## src/rtl/multicycle_sequencer_pkg.sv

```systemverilog
// Shared types for the multi-cycle RV32I sequencer: FSM states, opcode constants,
// and the trap-cause / destination-select encodings also seen by the datapath muxes.
package multicycle_sequencer_pkg;

    typedef enum logic [2:0] {
        ST_FETCH,
        ST_DECODE,
        ST_EXEC_ALU,
        ST_EXEC_ADDR,
        ST_MEM,
        ST_WB_ALU,
        ST_WB_MEM,
        ST_TRAP
    } seq_state_t;

    localparam logic [6:0] OP_RTYPE = 7'b0110011;
    localparam logic [6:0] OP_ITYPE = 7'b0010011;
    localparam logic [6:0] OP_LUI   = 7'b0110111;
    localparam logic [6:0] OP_LOAD  = 7'b0000011;
    localparam logic [6:0] OP_STORE = 7'b0100011;

    typedef enum logic [1:0] {
        CAUSE_NONE     = 2'b00,
        CAUSE_ILLEGAL  = 2'b01,
        CAUSE_FETCH_TO = 2'b10,
        CAUSE_DATA_TO  = 2'b11
    } trap_cause_t;

    typedef enum logic [1:0] {
        DEST_ALU = 2'b00,
        DEST_MEM = 2'b01,
        DEST_IMM = 2'b10
    } dest_sel_t;

    // Where DECODE goes for a given opcode; anything unsupported lands in TRAP.
    function automatic seq_state_t decode_next(input logic [6:0] op);
        case (op)
            OP_RTYPE, OP_ITYPE, OP_LUI: return ST_EXEC_ALU;
            OP_LOAD, OP_STORE:          return ST_EXEC_ADDR;
            default:                    return ST_TRAP;
        endcase
    endfunction

endpackage

```

## src/rtl/multicycle_sequencer_if.sv

```systemverilog
// Shared memory-port handshake between the sequencer (master) and the memory (slave).
interface multicycle_sequencer_if;
    logic mem_req;
    logic mem_we;
    logic addr_sel;
    logic mem_ready;

    modport master (output mem_req, output mem_we, output addr_sel, input mem_ready);
    modport slave  (input mem_req, input mem_we, input addr_sel, output mem_ready);
endinterface

```

## src/rtl/multicycle_sequencer_wait_timer.sv

```systemverilog
// Counts consecutive unacknowledged memory-request cycles; flags expiry when the
// count sits at WAIT_LIMIT and the request is still not acknowledged.
module multicycle_sequencer_wait_timer #(
    parameter int WAIT_LIMIT = 15,
    parameter int CNT_W      = 8
) (
    input  logic clk,
    input  logic rst_n,
    input  logic active,
    input  logic done,
    input  logic clear,
    output logic expired
);
    localparam logic [CNT_W-1:0] LIMIT = CNT_W'(WAIT_LIMIT);

    logic [CNT_W-1:0] count;

    always_ff @(posedge clk or negedge rst_n) begin
        if (!rst_n) begin
            count <= '0;
        end else if (clear || done || !active) begin
            count <= '0;
        end else if (count != LIMIT) begin
            count <= count + 1'b1;
        end
    end

    // An acknowledge in the limit cycle wins over expiry.
    assign expired = active && !done && (count == LIMIT);

endmodule

```

## src/rtl/multicycle_sequencer.sv

```systemverilog
// Per-phase control FSM for the multi-cycle RV32I subset core: one instruction at a time
// through FETCH/DECODE/EXEC/MEM/WB, with a bounded memory wait and a sticky TRAP state.
module multicycle_sequencer
    import multicycle_sequencer_pkg::*;
#(
    parameter int WAIT_LIMIT = 15,
    parameter int CNT_W      = 8
) (
    input  logic                          clk,
    input  logic                          rst_n,
    input  logic [6:0]                    opcode,
    multicycle_sequencer_if.master        bus,
    output logic                          ir_write,
    output logic                          pc_write,
    output logic                          alu_en,
    output logic                          reg_write,
    output logic [1:0]                    dest_sel,
    output logic                          retire,
    output logic                          trap,
    output logic [1:0]                    trap_cause
);
    seq_state_t  state, state_next;
    trap_cause_t cause_q, cause_next;
    dest_sel_t   dest_c;
    logic        cause_set;
    logic        mem_req_c, mem_we_c, addr_sel_c;
    logic        expired;

    multicycle_sequencer_wait_timer #(
        .WAIT_LIMIT (WAIT_LIMIT),
        .CNT_W      (CNT_W)
    ) u_wait_timer (
        .clk     (clk),
        .rst_n   (rst_n),
        .active  (mem_req_c),
        .done    (bus.mem_ready),
        .clear   (state_next != state),
        .expired (expired)
    );

    always_ff @(posedge clk or negedge rst_n) begin
        if (!rst_n) begin
            state   <= ST_FETCH;
            cause_q <= CAUSE_NONE;
        end else begin
            state <= state_next;
            if (cause_set) begin
                cause_q <= cause_next;
            end
        end
    end

    always_comb begin
        state_next = state;
        cause_set  = 1'b0;
        cause_next = CAUSE_NONE;
        mem_req_c  = 1'b0;
        mem_we_c   = 1'b0;
        addr_sel_c = 1'b0;
        ir_write   = 1'b0;
        pc_write   = 1'b0;
        alu_en     = 1'b0;
        reg_write  = 1'b0;
        dest_c     = DEST_ALU;
        retire     = 1'b0;

        case (state)
            ST_FETCH: begin
                mem_req_c = 1'b1;
                // Held in reset, the Mealy writes must stay quiet even if memory answers.
                if (bus.mem_ready && rst_n) begin
                    ir_write   = 1'b1;
                    pc_write   = 1'b1;
                    state_next = ST_DECODE;
                end else if (expired) begin
                    state_next = ST_TRAP;
                    cause_set  = 1'b1;
                    cause_next = CAUSE_FETCH_TO;
                end
            end
            ST_DECODE: begin
                state_next = decode_next(opcode);
                if (state_next == ST_TRAP) begin
                    cause_set  = 1'b1;
                    cause_next = CAUSE_ILLEGAL;
                end
            end
            ST_EXEC_ALU: begin
                alu_en     = 1'b1;
                state_next = ST_WB_ALU;
            end
            ST_EXEC_ADDR: begin
                alu_en     = 1'b1;
                state_next = ST_MEM;
            end
            ST_MEM: begin
                mem_req_c  = 1'b1;
                addr_sel_c = 1'b1;
                mem_we_c   = (opcode == OP_STORE);
                if (bus.mem_ready) begin
                    if (opcode == OP_STORE) begin
                        retire     = 1'b1;
                        state_next = ST_FETCH;
                    end else begin
                        state_next = ST_WB_MEM;
                    end
                end else if (expired) begin
                    state_next = ST_TRAP;
                    cause_set  = 1'b1;
                    cause_next = CAUSE_DATA_TO;
                end
            end
            ST_WB_ALU: begin
                reg_write  = 1'b1;
                retire     = 1'b1;
                dest_c     = (opcode == OP_LUI) ? DEST_IMM : DEST_ALU;
                state_next = ST_FETCH;
            end
            ST_WB_MEM: begin
                reg_write  = 1'b1;
                retire     = 1'b1;
                dest_c     = DEST_MEM;
                state_next = ST_FETCH;
            end
            ST_TRAP: begin
                state_next = ST_TRAP;
            end
            default: begin
                state_next = ST_FETCH;
            end
        endcase
    end

    assign bus.mem_req  = mem_req_c;
    assign bus.mem_we   = mem_we_c;
    assign bus.addr_sel = addr_sel_c;
    assign dest_sel     = dest_c;
    assign trap         = (state == ST_TRAP);
    assign trap_cause   = cause_q;

endmodule

```

## src/flat_wrapper.sv

```systemverilog
// flat-port wrapper written by rule: the top's interface ports become plain ports
module multicycle_sequencer_flat import multicycle_sequencer_pkg::*;
#(
    parameter int WAIT_LIMIT = 15,
    parameter int CNT_W      = 8
)
  (clk, rst_n, opcode, ir_write, pc_write, alu_en, reg_write, dest_sel, retire, trap, trap_cause, bus_mem_req, bus_mem_we, bus_addr_sel, bus_mem_ready);
  multicycle_sequencer_if bus_i ();
  input  logic clk;
  input  logic rst_n;
  input  logic [6:0] opcode;
  output logic ir_write;
  output logic pc_write;
  output logic alu_en;
  output logic reg_write;
  output logic [1:0] dest_sel;
  output logic retire;
  output logic trap;
  output logic [1:0] trap_cause;
  output wire logic [$bits(bus_i.mem_req)-1:0] bus_mem_req;
  output wire logic [$bits(bus_i.mem_we)-1:0] bus_mem_we;
  output wire logic [$bits(bus_i.addr_sel)-1:0] bus_addr_sel;
  input wire logic [$bits(bus_i.mem_ready)-1:0] bus_mem_ready;
  assign bus_mem_req = bus_i.mem_req;
  assign bus_mem_we = bus_i.mem_we;
  assign bus_addr_sel = bus_i.addr_sel;
  assign bus_i.mem_ready = bus_mem_ready;
  multicycle_sequencer #(.WAIT_LIMIT(WAIT_LIMIT), .CNT_W(CNT_W)) u_core (.clk(clk), .rst_n(rst_n), .opcode(opcode), .bus(bus_i), .ir_write(ir_write), .pc_write(pc_write), .alu_en(alu_en), .reg_write(reg_write), .dest_sel(dest_sel), .retire(retire), .trap(trap), .trap_cause(trap_cause));
endmodule
```

## config.mk

```make
export PLATFORM = sky130hd
export DESIGN_NAME = multicycle_sequencer_flat
export DESIGN_NICKNAME = d
export VERILOG_FILES = /design/src/rtl/multicycle_sequencer_pkg.sv /design/src/rtl/multicycle_sequencer_if.sv /design/src/rtl/multicycle_sequencer_wait_timer.sv /design/src/rtl/multicycle_sequencer.sv /design/src/flat_wrapper.sv
export SDC_FILE = /design/constraint.sdc
export NUM_CORES = 1
export LEC_CHECK = 0
export CORE_AREA = 3 3 49 51
export CTS_CLUSTER_DIAMETER = 40
export DETAILED_ROUTE_END_ITERATION = 12
export DIE_AREA = 0 0 52 54
export MAX_ROUTING_LAYER = met4
export PLACE_DENSITY = 0.71
export SKIP_CTS_REPAIR_TIMING = 1
export SYNTH_ARGS = -nofsm -noshare
export SYNTH_HDL_FRONTEND = slang
export SYNTH_SLANG_ARGS = --single-unit
```

## constraint.sdc

```tcl
create_clock -name clk -period 3.8 [get_ports clk]
set_clock_uncertainty 0.05 [all_clocks]
set_input_delay 0.38 -clock clk [delete_from_list [all_inputs] [get_ports clk]]
set_output_delay 0.38 -clock clk [all_outputs]
set_load 0.05 [all_outputs]
```

==> results.toml <==
[outcome]
outcome = "complete, no violations"

[synthesis]
ys_warn_count = 0
synthesis.nets = 101
syn_avg_cell_area_um2 = 8.90
netlist_instances = 90
seq_area_frac_synth_pct = 40.6
synth_cell_types = 36
synth_area_um2 = 801
synth.top_cell.area_share_pct = 40.6
synthFlopType = "dfrtp_1"
synth_area_leaders = "dfrtp_1 (41%), nor2_1 (3.8%), xor2_1 (3.3%), o21ai_0 (3.1%), or3_1 (3.1%)"
synthArstFlopShare_pct = 100
synth_top_area_cell = "dfrtp_1"
ys_ff_latch = 13
synth_enable_flop_cells = 0

[clock_network]
clk_path_buf_depth = 2
htreeDepth = 1
cts_tree = "done"
cts_buffers = 3
clock_latency_ns = 0.27
cts_num_sinks = 13
clk_pin_slew_ns = 0.08
cts_root_buf = "clkbuf_4"

[place]
dp.cells = 134
place_congestion = 0.791
port_buffers = 22
dp_hpwl_um = 1390

[pwr]
cellPowerDensity_mw_per_mm2 = 601
ir_drop_uv = 503
cellLeakagePower_nw = 0.438

[worst_setup_path]
endpoint_kind = "primary output"
rrSetupSlack_ns = 1.98
worstReg2RegStart = "u_core.u_wait_timer.count[5]"
cp.required_ns = 3.37
reg2reg_depth = 3
crit_type = "primary input to primary output"
r2r_end = "u_core.state[2]"
arrival_ns = 2.56
crit_fanout = 3
startpoint_type = "primary input"

[job]
maxCapViolCount = 0

[global_routing]
grt_pass1_vias = 741
grt.overflow.total = 0
grt_start_max_net_pins = 15
grt_util_all_layers_pct = 16.0
grt_pass1_wl_um = 3190
antenna_found_initial = 0

[timing]
fin_crit_ns = 2.99
period_share_pct = 78.8
worst-slew-pin-transition_ns = 0.526
slew_viol_final = 0
rsz0062_at_grt = "no"
setup_tns_ns = 0
setup_viol = 0
relSlewSlack_pct = 64.4
max_freq_ghz = 0.334
hold_viol = 0
fin_hold_ws_ns = 0.358

[cells_and_area]
layout_common_cells = "clkdlybuf4s50_1 (22), dfrtp_1 (13), nor2_1 (8)"
final_util_pct = 53.3
nets = 123
diodes = 0
final_common_cell = "clkdlybuf4s50_1"
area_delta_synth_final_pct = 32.0
layout-drive-gt1-share_pct = 6.31
instances_no_fill = 138

[floorplanning]
start_util_pct = 40.4
std_cell_rows = 16
ios = 23
core-area_mm2 = 0.00198
die_area_mm2 = 0.00281
die_h_um = 54
fp.dieW_um = 52

[routing]
wl_per_cell_um = 13.1
drt-initial-drc-count = 12
dr.pass1.iters = 4
routed_wl_um = 1810
antenna_left = 0
drc = 0
via_per_inst = 5.40
vias = 745

[hold_path]
hp-class = "primary input to async pin"
[worst max-delay path, cell delays in order]
cell and delay, ns:
clkdlybuf4s50_1 0.46, nor4bb_1 0.50, and4_1 0.31, a21o_1 0.12, clkdlybuf4s50_1 0.79
[cell usage after synthesis, types with 3 or more instances]
master,instances
a21oi_1,4
clkbuf_1,3
or4_1,3
nor3_1,3
nand4_1,3
nor2_1,8
dfrtp_1,13
xor2_1,3
or3_1,4
o21ai_0,5
nor4_1,3
nand2_1,4
inv_1,5
[flip-flops by register name, indices dropped and copies added (netlist names)]
register and flops:
u_core.state 3, u_core.u_wait_timer.count 8, u_core.trap_cause 2
[cell type report]
class                           count  area (µm²)
Multi-Input combinational cell     66         425
Tap cell                           27        33.8
Timing Repair Buffer               23         228
Fill cell                         197         925
Inverter                            5        18.8
Sequential cell                    13         325
Clock buffer                        4        26.3
[stage by stage]
| step | power, mW | cell area [µm²] | worst slack, ns |
|---|---|---|---|
| 6_report | 0.635 | 1060 | 0.807 |
| 5_1_grt | 0.678 | 1060 | 0.704 |
| 3_3_place_gp | 0.551 | 1030 | 0.905 |
| 3_5_place_dp | 0.553 | 1030 | 0.817 |
| 2_1_floorplan | 0.452 | 801 | 0.389 |
| 4_1_cts | 0.640 | 1060 | 0.797 |
[how the worst max path moves through the flow]
stage | start | end | slack, ns | cells after the start
5_1_grt | opcode[0] | retire | 0.70 | 5
2_1_floorplan | u_core.state[1] | retire | 0.39 | 4
4_1_cts | opcode[0] | retire | 0.80 | 5
6_report | opcode[0] | retire | 0.81 | 5
3_5_place_dp | opcode[0] | retire | 0.82 | 5
3_3_place_gp | opcode[0] | retire | 0.91 | 5
[power breakdown]
part | total (mW) | leakage [nW] | switching [mW] | internal [mW]
Combinational | 0.341 | 0.253 | 0.216 | 0.125
Clock | 0.0842 | 0.0150 | 0.0436 | 0.0406
Sequential | 0.210 | 0.171 | 0.0500 | 0.160
[routing by layer]
| layer | wire length, µm | global-route usage, % | part of all wire [%] |
|---|---|---|---|
| met1 | 829 | 17.9 | 46 |
| met2 | 858 | 26.4 | 48 |
| met4 | 5 | 6.55 | 0.28 |
| met5 | 0 | - | 0 |
| met3 | 113 | 5.26 | 6.3 |
[cells by family (layout without fill, tap and decap cells)]
kind of cell    count (synthesis)  after routing  synth area share, %
simple gates                   42             42                 31.7
compound gates                 19             19                 15.5
flops                          13             13                 40.6
buf+inv                        11             32                 6.25
xor+xnor                        4              4                 4.38
fa+ha+maj                       1              1                 1.56
Note: power is estimated with default switching activity, not from simulation.
